### config.mk
export PLATFORM = sky130hd
export DESIGN_NAME = qspi_initiator
export DESIGN_NICKNAME = d
export VERILOG_FILES = /design/src/rtl/qspi_initiator.sv
export SDC_FILE = /design/constraint.sdc
export NUM_CORES = 1
export LEC_CHECK = 0
export BUFFER_PORTS_ARGS = -buffer_cell sky130_fd_sc_hd__buf_2
export CAP_MARGIN = 20
export CORE_MARGIN = 1.5
export CORE_UTILIZATION = 42
export DETAILED_ROUTE_END_ITERATION = 10
export PLACE_DENSITY_LB_ADDON = 0.15
export SYNTH_ARGS = -nofsm -noshare
export SYNTH_HDL_FRONTEND = slang
export SYNTH_SLANG_ARGS = --single-unit
### constraint.sdc
create_clock -name clk_i -period 4.65 [get_ports clk_i]
set_input_delay 0.465 -clock clk_i [delete_from_list [all_inputs] [get_ports clk_i]]
set_output_delay 0.465 -clock clk_i [all_outputs]
set_load 0.005 [all_outputs]
### src/rtl/qspi_initiator.sv
`default_nettype none
// ============================================================================
// Module   : qspi_initiator
// Purpose  : QSPI host engine; runs one SCK/CS/IO segment per request and can
//            chain segments under one CS. Optional abort_i via
//            QSPI_INITIATOR_ABORT_EN.
// Revision : 1.0  initial release
// ============================================================================
module qspi_initiator #(
    parameter int CLK_DIV = 2,
    parameter int DW      = 32
) (
    input  logic          clk_i,
    input  logic          reset_ni,
    input  logic          txn_valid_i,
    output logic          txn_ready_o,
    input  logic [1:0]    txn_mode_i,
    input  logic          txn_dir_i,
    input  logic [5:0]    txn_bc_i,
    input  logic [DW-1:0] txn_mosi_i,
    input  logic          txn_hold_i,
    output logic [DW-1:0] txn_miso_o,
    output logic          txn_done_o,
`ifdef QSPI_INITIATOR_ABORT_EN
    input  logic          abort_i,
`endif
    output logic          spi_sck_o,
    output logic          spi_sce_o,
    output logic [3:0]    spi_io_o,
    output logic [3:0]    spi_io_oe,
    input  logic [3:0]    spi_io_i
);

    typedef enum logic [2:0] {
        S_IDLE  = 3'd0,
        S_SETUP = 3'd1,
        S_HIGH  = 3'd2,
        S_LOW   = 3'd3,
        S_HOLD  = 3'd4,
        S_CSGAP = 3'd5,
        S_HELD  = 3'd6
    } state_t;

    localparam logic [7:0] C_DIV_LAST = 8'(CLK_DIV - 1);
    localparam logic [6:0] C_DW       = 7'(DW);

    state_t        r_state;
    logic [7:0]    r_div;
    logic [6:0]    r_beats;
    logic [1:0]    r_mode;
    logic          r_dir;
    logic          r_hold;
    logic [DW-1:0] r_tx;
    logic [DW-1:0] r_rx;
    logic          r_ready;
    logic          r_done;
    logic [DW-1:0] r_miso;
    logic          r_sck;
    logic          r_sce;
    logic [3:0]    r_io;
    logic [3:0]    r_oe;

    logic [6:0]    w_bc_up;
    logic [6:0]    w_eff;
    logic [6:0]    w_beats;
    logic [DW-1:0] w_tx_align;
    logic [DW-1:0] w_tx_next;
    logic          w_phase_end;
    logic          w_abort;

    // Outgoing bits are kept left-aligned so the current beat is always the MSBs.
    function automatic logic [3:0] lane_bits(input logic [DW-1:0] v, input logic [1:0] mode);
        case (mode)
            2'd1:    lane_bits = {2'b00, v[DW-1 -: 2]};
            2'd2:    lane_bits = v[DW-1 -: 4];
            default: lane_bits = {3'b000, v[DW-1]};
        endcase
    endfunction

    function automatic logic [DW-1:0] shift_out(input logic [DW-1:0] v, input logic [1:0] mode);
        case (mode)
            2'd1:    shift_out = {v[DW-3:0], 2'b00};
            2'd2:    shift_out = {v[DW-5:0], 4'b0000};
            default: shift_out = {v[DW-2:0], 1'b0};
        endcase
    endfunction

    // Single-lane reads take MISO from IO1; dual/quad take the low lanes.
    function automatic logic [DW-1:0] shift_in(input logic [DW-1:0] v, input logic [1:0] mode,
                                               input logic [3:0] io);
        case (mode)
            2'd1:    shift_in = {v[DW-3:0], io[1:0]};
            2'd2:    shift_in = {v[DW-5:0], io};
            default: shift_in = {v[DW-2:0], io[1]};
        endcase
    endfunction

    function automatic logic [3:0] oe_mask(input logic [1:0] mode);
        case (mode)
            2'd1:    oe_mask = 4'b0011;
            2'd2:    oe_mask = 4'b1111;
            default: oe_mask = 4'b0001;
        endcase
    endfunction

    always_comb begin
        case (txn_mode_i)
            2'd1: begin
                w_bc_up = ({1'b0, txn_bc_i} + 7'd1) & 7'b1111110;
                w_beats = '0;
            end
            2'd2: begin
                w_bc_up = ({1'b0, txn_bc_i} + 7'd3) & 7'b1111100;
                w_beats = '0;
            end
            default: begin
                w_bc_up = {1'b0, txn_bc_i};
                w_beats = '0;
            end
        endcase
        w_eff = (w_bc_up > C_DW) ? C_DW : w_bc_up;
        case (txn_mode_i)
            2'd1:    w_beats = w_eff >> 1;
            2'd2:    w_beats = w_eff >> 2;
            default: w_beats = w_eff;
        endcase
        w_tx_align  = txn_mosi_i << (C_DW - w_eff);
        w_tx_next   = shift_out(r_tx, r_mode);
        w_phase_end = (r_div == C_DIV_LAST);
`ifdef QSPI_INITIATOR_ABORT_EN
        // CSGAP is already the abort landing state; re-entering it would double the done pulse.
        w_abort = abort_i && (r_state != S_IDLE) && (r_state != S_CSGAP);
`else
        w_abort = 1'b0;
`endif
    end

    always_ff @(posedge clk_i) begin
        if (!reset_ni) begin
            r_state <= S_IDLE;
            r_div   <= '0;
            r_beats <= '0;
            r_mode  <= '0;
            r_dir   <= 1'b0;
            r_hold  <= 1'b0;
            r_tx    <= '0;
            r_rx    <= '0;
            r_ready <= 1'b0;
            r_done  <= 1'b0;
            r_miso  <= '0;
            r_sck   <= 1'b0;
            r_sce   <= 1'b1;
            r_io    <= '0;
            r_oe    <= '0;
        end else begin
            r_done <= 1'b0;
            if (w_abort) begin
                r_state <= S_CSGAP;
                r_div   <= '0;
                r_sck   <= 1'b0;
                r_oe    <= '0;
                r_sce   <= 1'b1;
                r_done  <= 1'b1;
                r_miso  <= '0;
                r_ready <= 1'b0;
            end else begin
                case (r_state)
                    S_IDLE, S_HELD: begin
                        if (!r_ready) begin
                            r_ready <= 1'b1;
                        end else if (txn_valid_i) begin
                            r_ready <= 1'b0;
                            r_mode  <= txn_mode_i;
                            r_dir   <= txn_dir_i;
                            r_hold  <= txn_hold_i;
                            if (w_eff == 7'd0) begin
                                // Empty segment: no clocks, CS left as it is.
                                r_done <= 1'b1;
                                r_miso <= '0;
                            end else begin
                                r_state <= S_SETUP;
                                r_div   <= '0;
                                r_sce   <= 1'b0;
                                r_beats <= w_beats;
                                r_tx    <= w_tx_align;
                                r_rx    <= '0;
                                if (txn_dir_i) begin
                                    r_io <= lane_bits(w_tx_align, txn_mode_i);
                                    r_oe <= oe_mask(txn_mode_i);
                                end else begin
                                    r_oe <= '0;
                                end
                            end
                        end
                    end
                    S_SETUP: begin
                        if (w_phase_end) begin
                            r_state <= S_HIGH;
                            r_div   <= '0;
                            r_sck   <= 1'b1;
                        end else begin
                            r_div <= r_div + 8'd1;
                        end
                    end
                    S_HIGH: begin
                        if (w_phase_end) begin
                            if (!r_dir) begin
                                r_rx <= shift_in(r_rx, r_mode, spi_io_i);
                            end else begin
                                r_io <= lane_bits(w_tx_next, r_mode);
                            end
                            r_tx    <= w_tx_next;
                            r_beats <= r_beats - 7'd1;
                            r_state <= S_LOW;
                            r_div   <= '0;
                            r_sck   <= 1'b0;
                        end else begin
                            r_div <= r_div + 8'd1;
                        end
                    end
                    S_LOW: begin
                        if (w_phase_end) begin
                            r_div <= '0;
                            if (r_beats != 7'd0) begin
                                r_state <= S_HIGH;
                                r_sck   <= 1'b1;
                            end else if (r_hold) begin
                                r_state <= S_HELD;
                                r_done  <= 1'b1;
                                r_ready <= 1'b1;
                                r_miso  <= r_dir ? '0 : r_rx;
                            end else begin
                                r_state <= S_HOLD;
                            end
                        end else begin
                            r_div <= r_div + 8'd1;
                        end
                    end
                    S_HOLD: begin
                        if (w_phase_end) begin
                            r_state <= S_CSGAP;
                            r_div   <= '0;
                            r_sce   <= 1'b1;
                            r_oe    <= '0;
                            r_done  <= 1'b1;
                            r_miso  <= r_dir ? '0 : r_rx;
                        end else begin
                            r_div <= r_div + 8'd1;
                        end
                    end
                    S_CSGAP: begin
                        if (w_phase_end) begin
                            r_state <= S_IDLE;
                            r_div   <= '0;
                            r_ready <= 1'b1;
                        end else begin
                            r_div <= r_div + 8'd1;
                        end
                    end
                    default: begin
                        r_state <= S_IDLE;
                        r_sce   <= 1'b1;
                        r_sck   <= 1'b0;
                        r_oe    <= '0;
                    end
                endcase
            end
        end
    end

    assign txn_ready_o = r_ready;
    assign txn_done_o  = r_done;
    assign txn_miso_o  = r_miso;
    assign spi_sck_o   = r_sck;
    assign spi_sce_o   = r_sce;
    assign spi_io_o    = r_io;
    assign spi_io_oe   = r_oe;

endmodule
`default_nettype wire
==> flow_summary.toml <==
[run_status]
outcome = "finished clean"

[power]
p_int_w = 0.002684
p_seq_frac = 0.306
pwr-share-comb = 0.386
vdd_drop_max_mv = 0.3169
switching_share = 0.4037
p_clk_frac = 0.308
leakagePower_nw = 3.855
p_sw_w = 0.001817
power_density_nw_per_um2 = 428.8

[grt]
gr-usage-met1 = 0.3553
grt_max_degree = 76
grtUsageMet3 = 0.03933
grt_pass1_wl_microns = 46960
grt_util_all_layers = 0.2616
antenna_found_initial = 0
grt_pass1_vias = 8884
top_usage_layer = "met2"
use_met2 = 0.4193
grt_overflow = 0

[sta]
clock_skew_ps = 10.05
drv_slew = 0
finalHoldViolCount = 0
post-route-period-util = 0.8517
finalSetupTns_ps = 0
setup_violations = 0
timing.fmax_ghz = 0.2525
worstMarginPinSlew_ps = 1037
relSlewSlack = 0.3090
rsz0062_at_grt = "no"
fin_crit_ps = 3960

[finish]
register_area_sq_um = 2562
fillers = 2113
postLayoutCellArea_sq_um = 10500
antennaDiodeCount = 0
final_layout_size_suffix_gt1_frac = 0.1806
multi_input_area_sq_um = 5996
area_growth_pct = 15.64
fin_nets = 1338

[worst_setup_path]
worstRegToRegCells = 9
cp-start-kind = "input port"
path_max_fanout = 12
crit_required_ps = 4960
critPathCaptureType = "flop"
crit_arrival_ps = 4270
path_class = "in2reg"

[clocking]
worstSkewPairLatency_ps = 420
path_clk_slew_ps = 70
root_buffer = "clkbuf_16"
clockBufferDepth = 2
cts_setup_buffers = 0
cts_tree = "yes"
cts_hold_buf = 0
htreeDepth = 4
cts_buffers = 17
clock_sinks = 128
cts_resized = 0

[route]
antenna_left = 0
drcViolationCount = 0
drt-pass1-iter-count = 6
vias = 9709
wl_per_cell_microns = 18.39
routed_wl_microns = 28790
vias_per_cell = 6.204
first_iter_violations = 844

[yosys]
synth_edf_count = 0
synth_top_area_share = 0.2822
synth_seq_cells = 128
ys_warn_count = 0
ys_types = 84
ys_seq_area_frac = 0.2822
synth-main-ff-cell = "dfxtp_1"
synth_cells = 1224
async_reset_ff_frac = 0
synth_most_common_cell = "nand2_1"
syn_avg_cell_area_sq_um = 7.417
syn-num-nets = 1285
synthTopCellsByArea = "dfxtp_1 28%, nand2_1 6.8%, a21oi_1 6.1%"
yosysTopAreaCell = "dfxtp_1"
netlist_area_sq_um = 9079
synth_common_cells = "164 x nand2_1, 128 x dfxtp_1, 110 x a21oi_1"

[die]
initial_core_util = 0.4305
ios = 93
core_area_sq_um = 21090
placementRows = 53
die-height_microns = 150.0
dieArea_sq_um = 22510
die_w_microns = 150.0

[job]
maxCapViolations = 0

[placed_design]
placed_cell_area_sq_um = 9888
port_buffers = 92
dp_hpwl_microns = 20600
gp_congestion = 0.9487

[min_path]
hold_path.class = "in2reg"
holdPathStages = 3
-- routing by layer --
| metal | up-vias | part of all wire |
|---|---|---|
| met5 | - | 0 |
| met4 | 0 | 0.030 |
| met3 | 56 | 0.057 |
| li1 | 4728 | - |
| met2 | 342 | 0.46 |
| met1 | 4583 | 0.45 |
-- registers in the layout, summed over array words and instances, names as in the netlist, 2 cells and up --
register,flops
spi_io_o,4
r_tx,31
r_state,3
r_div,8
txn_miso_o,32
spi_io_oe,3
r_mode,2
r_rx,32
r_beats,7
-- metrics by stage --
step	setup WS (ps)	utilization	total power [W]	std cells	hold WS, ps
6_report	689.7	0.4979	0.004502	1565	285.7
2_1_floorplan	292.5	-	0.002588	1224	432.0
4_1_cts	732.6	0.4979	0.004498	1565	268.9
3_3_place_gp	392.3	0.4682	0.003092	1532	436.8
3_5_place_dp	304.0	0.4689	0.003107	1533	442.8
5_1_grt	417.2	0.4979	0.004762	1565	270.3
-- power by group through the flow --
| stage | Sequential, W | Combinational (W) | Clock, W |
|---|---|---|---|
| after global routing | 0.00139 | 0.00191 | 0.00145 |
| final | 0.00138 | 0.00174 | 0.00138 |
| after global placement | 0.00140 | 0.00170 | 0 |
| after floorplan | 0.00134 | 0.00125 | 0 |
| after detailed placement | 0.00140 | 0.00171 | 0 |
| after CTS | 0.00137 | 0.00172 | 0.00141 |
-- cells by family (layout without fill, tap and decap cells) --
kind of cell,Yosys count,after routing,synth area share
and+or+nand+nor,447,447,0.2246
AOI/OAI and AO/OA,439,439,0.3367
buffers and inverters,133,199,0.06036
DFF,128,128,0.2822
muxes,55,55,0.06863
adders and majority gates,14,14,0.01971
xor gates and xnor gates,8,8,0.007718
-- cell type report --
class	instances	area share
clock buffer	18	0.04088
multi-input combinational	963	0.5711
timing repair buffer	145	0.08604
inverter	22	0.007866
sequential	128	0.2441
clock inverter	14	0.01728
tap	275	0.03277
-- worst max-delay path: stages --
cell	delay [ps]
buf_2	100
inv_1	40
ha_1	320
nor2b_1	80
maj3_2	340
or2_0	270
a21oi_4	140
nand2_1	70
ha_1	250
inv_1	140
a21oi_1	80
a211o_1	430
nor2_2	520
buf_4	240
mux2_1	320
a22oi_1	150
nand2_1	70
a32o_1	240
-- cells in the final DEF (no fill, tap or decap), drive strengths merged, types with 5 or more instances in the layout --
cell    Yosys  final
a211o       7      7
a211oi     20     20
a21o       11     11
a21oi     112    112
a221oi     11     11
a22o        9      9
a22oi      72     72
a311oi      7      7
a31oi      19     19
and2        8      8
and3        6      6
buf        30    145
clkbuf     81     18
clkinv      0      5
dfxtp     128    128
ha         11     11
inv        22     25
mux2       18     18
mux2i      33     33
nand2     164    164
nand2b      8      8
nand3      89     89
nand4      23     23
nor2       89     89
nor3       30     30
nor4        8      8
o211ai     16     16
o21ai      73     73
o221a      17     17
o221ai      5      5
o31a        5      5
o31ai       9      9
or3         7      7
xor2        6      6
-- final timing paths --
path | from | endpoint | slack (ps)
worst max register to register | r_state[1] | r_tx[24] | 1320
worst min-delay path | txn_hold_i | r_hold | 290
worst min register to register | txn_miso_o[14] | txn_miso_o[14] | 450
worst max-delay path | txn_mode_i[0] | r_tx[25] | 690
No activity file was read; power rests on OpenSTA's default activity.
